--- src/rtl/instruction_fetch.sv ---
// Fetch stage: owns the PC, runs the request/valid handshake to instruction memory and holds IF/ID.
// Optional illegal-opcode trap is built when ILLEGAL_OPCODE_TRAP_EN is defined.
module instruction_fetch #(
  parameter int unsigned ADDR_WIDTH = 8,
  parameter int unsigned RESET_PC   = 0
) (
  input  logic                  clk,
  input  logic                  reset,
  output logic [ADDR_WIDTH-1:0] instrAddr,
  output logic                  instrRead,
  input  logic [31:0]           instrData,
  input  logic                  instrValid,
  input  logic                  stall,
  input  logic                  branch,
  input  logic [15:0]           branchOffset,
  output logic [31:0]           instruction,
  output logic [5:0]            opCode,
  output logic [ADDR_WIDTH-1:0] pcPlusOne,
  output logic                  fetchValid,
`ifdef ILLEGAL_OPCODE_TRAP_EN
  output logic                  illegalOpcode,
`endif
  output logic [1:0]            debugState
);

  // Handshake: a word transfers on a rising clk edge where instrRead && instrValid.
  // instrRead is held with a stable instrAddr until that edge; dropping it cancels the request.

`ifdef ILLEGAL_OPCODE_TRAP_EN
  typedef enum logic [1:0] {START = 2'd0, FETCH = 2'd1, REDIRECT = 2'd2, TRAP = 2'd3} state_t;
`else
  typedef enum logic [1:0] {START = 2'd0, FETCH = 2'd1, REDIRECT = 2'd2} state_t;
`endif

  localparam logic [ADDR_WIDTH-1:0] RESET_ADDR = RESET_PC[ADDR_WIDTH-1:0];
  localparam logic [ADDR_WIDTH-1:0] ONE        = 1;

  state_t                  state, stateNext;
  logic [ADDR_WIDTH-1:0]   pc, pcNext, pcPlusOneNext, branchTarget;
  logic [31:0]             instrNext;
  logic                    fetchValidNext;
`ifdef ILLEGAL_OPCODE_TRAP_EN
  logic                    illegalNext;
`endif

  assign instrAddr    = pc;
  assign opCode       = instruction[31:26];
  assign debugState   = state;
  // Offset is relative to the branch's own successor; sign-extend or truncate to the PC width.
  assign branchTarget = pcPlusOne + ADDR_WIDTH'(signed'(branchOffset));

  always_ff @(posedge clk) begin
    if (reset) begin
      state       <= START;
      pc          <= RESET_ADDR;
      instruction <= '0;
      pcPlusOne   <= '0;
      fetchValid  <= 1'b0;
`ifdef ILLEGAL_OPCODE_TRAP_EN
      illegalOpcode <= 1'b0;
`endif
    end else begin
      state       <= stateNext;
      pc          <= pcNext;
      instruction <= instrNext;
      pcPlusOne   <= pcPlusOneNext;
      fetchValid  <= fetchValidNext;
`ifdef ILLEGAL_OPCODE_TRAP_EN
      illegalOpcode <= illegalNext;
`endif
    end
  end

  always_comb begin
    stateNext      = state;
    pcNext         = pc;
    instrNext      = instruction;
    pcPlusOneNext  = pcPlusOne;
    fetchValidNext = fetchValid;
    instrRead      = 1'b0;
`ifdef ILLEGAL_OPCODE_TRAP_EN
    illegalNext    = illegalOpcode;
`endif
    case (state)
      START: stateNext = FETCH;
      FETCH: begin
        instrRead = !stall;
        if (branch && fetchValid) begin
          // Taken branch wins over stall and over a word arriving this cycle.
          pcNext         = branchTarget;
          instrNext      = '0;
          fetchValidNext = 1'b0;
          stateNext      = REDIRECT;
        end else if (instrRead && instrValid) begin
`ifdef ILLEGAL_OPCODE_TRAP_EN
          if (instrData[31:26] > 6'd3) begin
            instrNext      = '0;
            fetchValidNext = 1'b0;
            illegalNext    = 1'b1;
            stateNext      = TRAP;
          end else begin
            instrNext      = instrData;
            pcPlusOneNext  = pc + ONE;
            pcNext         = pc + ONE;
            fetchValidNext = 1'b1;
          end
`else
          instrNext      = instrData;
          pcPlusOneNext  = pc + ONE;
          pcNext         = pc + ONE;
          fetchValidNext = 1'b1;
`endif
        end else if (!stall) begin
          instrNext      = '0;
          fetchValidNext = 1'b0;
        end
      end
      REDIRECT: stateNext = FETCH;
`ifdef ILLEGAL_OPCODE_TRAP_EN
      TRAP: stateNext = TRAP;
`endif
      default: stateNext = START;
    endcase
  end

endmodule

--- config.mk ---
export PLATFORM = sky130hd
export DESIGN_NAME = instruction_fetch
export DESIGN_NICKNAME = d
export VERILOG_FILES = /design/src/rtl/instruction_fetch.sv
export SDC_FILE = /design/constraint.sdc
export NUM_CORES = 1
export LEC_CHECK = 0
export CAP_MARGIN = 10
export CORE_ASPECT_RATIO = 1.75
export CORE_MARGIN = 2
export CORE_UTILIZATION = 40
export DETAILED_ROUTE_END_ITERATION = 12
export PLACE_DENSITY = 0.87
export SLEW_MARGIN = 10
export SYNTH_ARGS = -nofsm -noshare
export SYNTH_HDL_FRONTEND = slang
export SYNTH_SLANG_ARGS = --single-unit
--- constraint.sdc ---
create_clock -name clk -period 3.7 [get_ports clk]
set_clock_uncertainty 0.2 [all_clocks]
set_input_delay 0.37 -clock clk [delete_from_list [all_inputs] [get_ports clk]]
set_output_delay 0.37 -clock clk [all_outputs]
set_load 0.03 [all_outputs]
* Yosys cells after proc, flatten, opt, wreduce, memory -nomap -nowiden
Index checks and enable logic that the tools add are counted.
** Storage, ports and cells
- Bits in registers :: 51
- Bits of input ports :: 53
- Output and inout bits :: 58
- Word-level logic and storage cells :: 32
** Cells by class
- $add $sub $neg :: 2
- Eq/ne operators :: 4
- Mux-type cells :: 11
- Bitwise gates (word level) :: 1
- Reduce and logical (&&, ||, !) cells :: 9
** Operators by type and width (count)
- 2-to-1 mux 32 bit :: 3
- 2-to-1 mux 8 bit :: 2
- adder 8 x 1 -> 8 bit, second input constant :: 1
- adder 8 bit :: 1
- 2-to-1 mux 1 bit :: 4
- one-hot mux 2 bit (2 select lines) :: 1
- AND reduction 2 bit :: 2
- inequality test 3 x 1 -> 1 bit, second input constant :: 1
- AND reduction 3 bit :: 1
- equality test 2 x 1 -> 1 bit, second input constant :: 1
- equality test 2 bit, second input constant :: 1
- logical AND 1 bit :: 2
- logical NOT 2 bit :: 1
- 2-to-1 mux 2 bit :: 1
- inequality test 2 bit, second input constant :: 1
- nonzero test 2 bit :: 1
- OR reduction 2 bit :: 1
- logical NOT 1 bit :: 1
- NOT 1 bit :: 1

* Longest topological paths before layout
- Word-level depth :: 4
- Depth in mapped cells :: 8
- Mapped depth without buffers :: 8

* Least setup slack after synthesis
OpenSTA, ideal clock, no wires.
- Kind :: reg-to-reg
- Start :: register pcPlusOne[0]
- End :: register pc[6], in the netlist instrAddr[6]
- Library setup time :: 0.134 ns
- Arrival time :: 1.801 ns
- Required time :: 3.366 ns
- Slack :: 1.565 ns
- Cell stages (with the launch flop) :: 9
- Path buffers :: 0
- Period minus slack after synthesis :: 2.135 ns
- Path through :: dfxtp_1 -> ha_1 -> inv_1 -> fa_1 -> nor2b_1 -> o31a_1 -> nor4_1 -> a311oi_1 -> nor4_1
** Between the ends
- Longest elaborated chain between the ends :: 2
** RTL lines
- from (decl) :: line 18 : output logic [ADDR_WIDTH-1:0] pcPlusOne,
- from (signal assigned) :: line 66 : pcPlusOne <= pcPlusOneNext;
- adder 8 bit :: line 50 : assign branchTarget = pcPlusOne + ADDR_WIDTH'(signed'(branchOffset));
- 2-to-1 mux 8 bit :: line 88 : if (branch && fetchValid) begin
- to (signal assigned) :: line 64 : pc <= pcNext;
- to (decl) :: line 39 : logic [ADDR_WIDTH-1:0] pc, pcNext, pcPlusOneNext, branchTarget;
No other way between the ends.
A chain may end at the register's enable or synchronous reset.

* Worst setup path after layout
- Start :: input port branchOffset[0]
- End :: register pc[6], in the netlist instrAddr[6]
** Between the ends
- Longest elaborated chain between the ends :: 2
** RTL lines
- from (decl) :: line 15 : input logic [15:0] branchOffset,
- adder 8 bit :: line 50
- 2-to-1 mux 8 bit :: line 88
No other way between the ends.

==> impl_results.md <==
- Status: finished, final reports clean
- WL final: 6330 um
- Number of port buffers: 102
- Vias in the first global route: 2183
- Crit start category: input port
- Initial DRT Pass Iterations: 4
- Area growth, synth to finish: 48.7%
- Setup violators final: 0
- N_diodes: 0
- Fmax: 433 MHz
- Pwr dens: 367 nW/um2
- Worst Max-Slew Pin Slew: 1.11 ns
- CTS root buffer: clkbuf_8
- Share of layout cells above drive strength 1: 5.14%
- Seq/Total Area, Yosys: 43.9%
- Starting DRT DRC Count: 108
- DP Area: 3320 um2
- Critical path required time: 3.66 ns
- Unrepaired setup endpoints after global routing: no
- Dpl hpwl: 4690 um
- Max clock buf depth: 2
- Slew headroom: 25.5%
- Num CTS Buffers: 5
- Top Ports: 111
- ANT nets after route: 0
- Die X: 61.6 um
- VDD IR max: 0.000362 V
- R2r setup slk: 1.56 ns
- CP arrival: 2.26 ns
- Vias per inst: 5.27
- Yosys Warn Count: 0
- Worst min-delay path category: reg -> reg
- Hold Vio Cnt, Final: 0
- Post-Synth Simple-Gate Area: 17.9%
- Power Total: 1270 uW
- Synth Instances: 259
- Ys flop type: dfxtp_1
- Final setup TNS: 0 ns
- XOR/XNOR share of the synthesized area: 3.39%
- GRT Util Overall: 20.7%
- H-tree levels: 2
- Crit path kind: in -> reg
- Die area: 6460 um2
- CP Capture Type: flip-flop
- Die H: 105 um
- Pleak: 0.00125 uW
- Largest family of logic cells by synthesized area: compound AO/OA/AOI/OAI gates
- Initial antenna violation count: 0
- Grt ovf: 0
- Synthesized Nets: 321
- Period utilisation layout: 62.4%
- Compound-Gate Fraction of Synth Area: 22.9%
- R2R cell count: 8
- Clock Sinks: 51
- # hold bufs at CTS: 0
- Post-synthesis adder-cell area fraction: 5.17%
- Fin. max-slew vios: 0
- Post-CTS Setup Repair Bufs: 0
- CP Max Fanout: 3
- Netlist cell types: 43
- Post-route minimum period: 2.31 ns
- Worst-path clk slew: 0.09 ns
- Commonest non-fill, non-tap cell in the layout: clkdlybuf4s50_1
- CTS tree: built
- Commonest non-fill, non-tap cells in the layout: clkdlybuf4s50_1 (101), dfxtp_1 (51), nor2_1 (50), a22oi_1 (33), nand2_1 (10)
- Initial Utilization: 41.6%
- Routed wire per std cell: 14.9 um
- Number of flops mapped to enable cells by yosys: 0
- Nets: 411
- Synthesis-stage register bit count: 51
- Area of the mapped netlist: 2320 um2
- First-pass GRT wire length: 10200 um
- Design Area, Final: 3450 um2
- Routed via count: 2244
- Largest net degree at the start of global routing: 52
- Clk Latency, worst-skew pair: 0.31 ns
- Routability cong.: 0.790
- Syn avg cell area: 8.97 um2
- Ys async rst share: 0%
- Mux cell area share after synthesis: 0%
- Core area: 5590 um2
- Drc violations: 0
- Hold Path Stages: 2
- Max-Cap Viols: 0
- # rows: 36
- Setup Slack @ Placement: 1.06 ns
- Fin worst setup slack: 1.39 ns
- Post-CTS resize count: 0
[layout make-up]
type                    count  area (um2)
clock buffers               6        72.6
clock inverters             2        60.1
fillers                   510        2130
inverters                   6        22.5
multi-input cells         181        1150
flip-flops and latches     51        1020
well taps                  76        95.1
repair buffers            104        1030
[critical path: stages]
cell and delay [ns]:
clkdlybuf4s50_1 0.47, ha_1 0.16, inv_1 0.06, fa_1 0.42, nor2b_1 0.17, o31a_1 0.20
nor4_1 0.06, a311oi_1 0.27, nor4_1 0.09
[worst paths after layout]
check                                      from            to
worst min-delay path               pcPlusOne[0]  pcPlusOne[0]
worst min register to register     pcPlusOne[0]  pcPlusOne[0]
worst max register to register     pcPlusOne[0]  instrAddr[6]
worst max-delay path            branchOffset[0]  instrAddr[6]
[cell families after synthesis]
kind of cell | after synthesis
flops | 51
compound gates | 74
xor+xnor | 9
fa+ha+maj | 9
buf+inv | 27
simple gates | 89
[power breakdown]
part	leakage [uW]	internal [uW]	switching [uW]
clock	0.0000654	270	186
combinational	0.000769	111	121
sequential	0.000414	567	14.2
[sequential cells by signal (all words and copies together), names as in the netlist]
name / flops
pcPlusOne: 8
instruction: 32
instrAddr: 8
debugState: 2
fetchValid: 1
[metal layers]
metal	GRT usage [%]	share of wire, %
met5	0	0
met2	36.5	56
met3	5.32	5.5
met4	7.14	1.5
met1	22.5	37
[synth_stat cells, types with 2 or more instances]
cell,number,area (um2)
buf_6,3,33.8
dfxtp_1,51,1020
buf_4,7,52.6
nand3_1,5,25.0
nand2b_1,2,12.5
inv_1,6,22.5
clkbuf_1,6,22.5
a21oi_1,9,45.0
a21o_1,3,22.5
nor4_1,3,18.8
a22oi_1,33,248
xnor2_1,5,43.8
a211oi_1,7,52.6
o22ai_1,2,12.5
o21ai_0,6,30.0
nor3_1,5,25.0
o21a_1,2,15.0
ha_1,8,100
nor2b_1,2,12.5
buf_2,5,25.0
and3_1,3,18.8
xor2_1,4,35.0
nand2_1,10,37.5
nor2_1,50,188
o211ai_1,4,30.0
[metrics by stage]
| stage | hold WS, ns | std cells | util (%) |
|---|---|---|---|
| 2_1_floorplan | 0.333 | 259 | - |
| 3_3_place_gp | 0.269 | 418 | 59.5 |
| 3_5_place_dp | 0.287 | 418 | 59.5 |
| 4_1_cts | 0.300 | 426 | 61.9 |
| 5_1_grt | 0.325 | 426 | 61.9 |
| 6_report | 0.294 | 426 | 61.9 |
No activity file was read; power rests on OpenSTA's default activity.
==> patch, RTL diff (config.mk and constraints unchanged) <==
`ADDR_WIDTH`: 8 -> 9.
--- a/src/rtl/instruction_fetch.sv
+++ b/src/rtl/instruction_fetch.sv
@@ -1,7 +1,7 @@
 // Fetch stage: owns the PC, runs the request/valid handshake to instruction memory and holds IF/ID.
 // Optional illegal-opcode trap is built when ILLEGAL_OPCODE_TRAP_EN is defined.
 module instruction_fetch #(
-  parameter int unsigned ADDR_WIDTH = 8,
+  parameter int unsigned ADDR_WIDTH = 9,
   parameter int unsigned RESET_PC   = 0
 ) (
   input  logic                  clk,
Ports: changed (resized instrAddr and pcPlusOne); port bits go from 111 to 113. The function was not compared with the original's and may differ.
==> patch against the unedited design <==
- sequential share of layout area down 0.77 points
- first-iteration DRC count fell by 19%
- routed wire length grew 5.4%
- cell area rose by 6.7%
- hold slack got worse by 0.042 ns
- worst setup slack got worse by 0.16 ns
- highest routed layer unchanged
- combinational power down 3%
- sequential cell count rose by 2
- sequential power is 3% higher
- power shrank 5.3%
- non-clock buffer count increased by 3
- area after synthesis increased by 9.7%
==> patch: results <==
[outcome]
status = "completed"

[clocking]
clock_latency_ns = 0.29
cts_root_buf = "clkbuf_8"
htree_levels = 2
cts_setup_buffers = 0
ctsResizeCount = 0
numCtsBuffers = 5
cts_buffer_depth = 2

[yosys]
synth-compound-area-share_pct = 21.2
async_flop_share_pct = 0
ys_warn_count = 0
syn_inst = 296
synth_xor_xnor_area_share_pct = 4.81
synth_area_leaders = "dfxtp_1 42%, a21oi_1 6.1%, nor2_1 5.2%, a22oi_1 5.0%, nand2_1 4.6%"
muxShareOfSynthArea_pct = 0.785
ys_top_cells_by_count = "53 x dfxtp_1, 35 x nor2_1, 31 x a21oi_1, 31 x nand2_1, 23 x nand3_1"
yosys.area_share.adder_pct = 5.20
synth_nets = 359
synth_cell_type_count = 42
ys_seq_area_share_pct = 41.6

[grt]
grt_use_total_pct = 19.3
antenna_found_initial = 0
grt_max_degree = 54
grt_pass1_wl_um = 10900
grt_pass1_vias = 2485

[critical_path]
arrival_ns = 2.46
cp_top_family = "compound AO/OA/AOI/OAI gates"
critPathSlowestCell = "clkdlybuf4s50_1"
regToRegStartpoint = "pcPlusOne[0]"
cp_max_fo = 2
crit_path_start = "branchOffset[0]"

[drt]
topRoutingLayerUsed = "met4"
drtPass1Iterations = 6
wire_per_inst_um = 14.3
met1_length_um = 2490
wl_met2_um = 3690
drtIter0Drc = 87
drt-total-wl_um = 6670
vias_per_cell = 5.27
wl_met3_um = 372

[placed_design]
dpl.hpwl_um = 4970
post-place-ws_ns = 0.926
gp_congestion = 0.890
portBuffers = 105
placed_cells = 460

[layout]
diodes = 0
nets = 450
fillers = 536
drive_gt1_share_pct = 6.20
largest_reg_flops = 32

[pwr]
vdd_ir_drop_max_mv = 0.311
leakagePower_nw = 1.28

[timing]
worst_pin_slew_ns = 1.07
setup_violations = 0

[min_path]
hp-start = "instruction[5]"
patch: cell count changes in the layout (fill, tap and decap cells not counted), sizes merged, moves of 3 or more:
cell           change
a21oi             +24
a22oi             -16
clkdlybuf4s50      +3
nand2             +20
nand3             +18
nor2              -15
xnor2              +3
patch: per-layer routing:
metal,up-vias,track usage [%]
li1,1223,-
met1,1139,19.7
met2,86,36.8
met3,13,4.30
met4,0,8.36
met5,-,0
patch: area by class of cell:
| class | instances | area [um^2] | share of cell area [%] |
|---|---|---|---|
| well taps | 80 | 100 | 2.72 |
| multi-input cells | 215 | 1340 | 36.4 |
| inverters | 5 | 18.8 | 0.509 |
| flip-flops and latches | 53 | 1060 | 28.8 |
| clock buffers | 5 | 68.8 | 1.87 |
| clock inverters | 2 | 35.0 | 0.950 |
| repair buffers | 107 | 1060 | 28.8 |
patch: report_power, final:
part	switching (mW)	internal, mW	leakage (nW)	total, mW
registers	0.0123	0.586	0.430	0.598
clock network	0.180	0.197	0.0540	0.377
logic	0.120	0.106	0.794	0.226
total	0.313	0.889	1.28	1.20
patch: logic make-up (layout without fill, tap and decap cells):
| logic type | count (synthesis) | in the layout |
|---|---|---|
| XOR/XNOR | 14 | 14 |
| multiplexers | 2 | 2 |
| AND/OR/NAND/NOR | 110 | 110 |
| flip-flops | 53 | 53 |
| AO/OA/AOI/OAI | 79 | 79 |
| buffers and inverters | 28 | 119 |
| adder cells (fa/ha/maj) | 10 | 10 |
patch: worst paths after layout:
check | endpoint | slack [ns] | cells after the start
hold / removal | instruction[5] | 0.25 | 2
setup / recovery | instrAddr[8] | 1.23 | 9
hold reg to reg | instruction[5] | 0.25 | 2
setup reg to reg | instrAddr[8] | 1.40 | 8
patch: metrics by stage:
step                utilization (%)  instance area (um^2)
detailed placement             58.0                  3580
CTS                            59.6                  3690
global placement               58.0                  3580
global route                   59.6                  3690
finish                         59.6                  3690
floorplan                         -                  2550
patch: worst register-to-register path, stage by stage, from the launching register on:
cell and delay, ns:
dfxtp_1 0.36, ha_1 0.18, inv_1 0.06, fa_1 0.39
nand2b_1 0.18, a211oi_1 0.36, a31oi_1 0.17, xnor2_1 0.20
o22ai_1 0.10
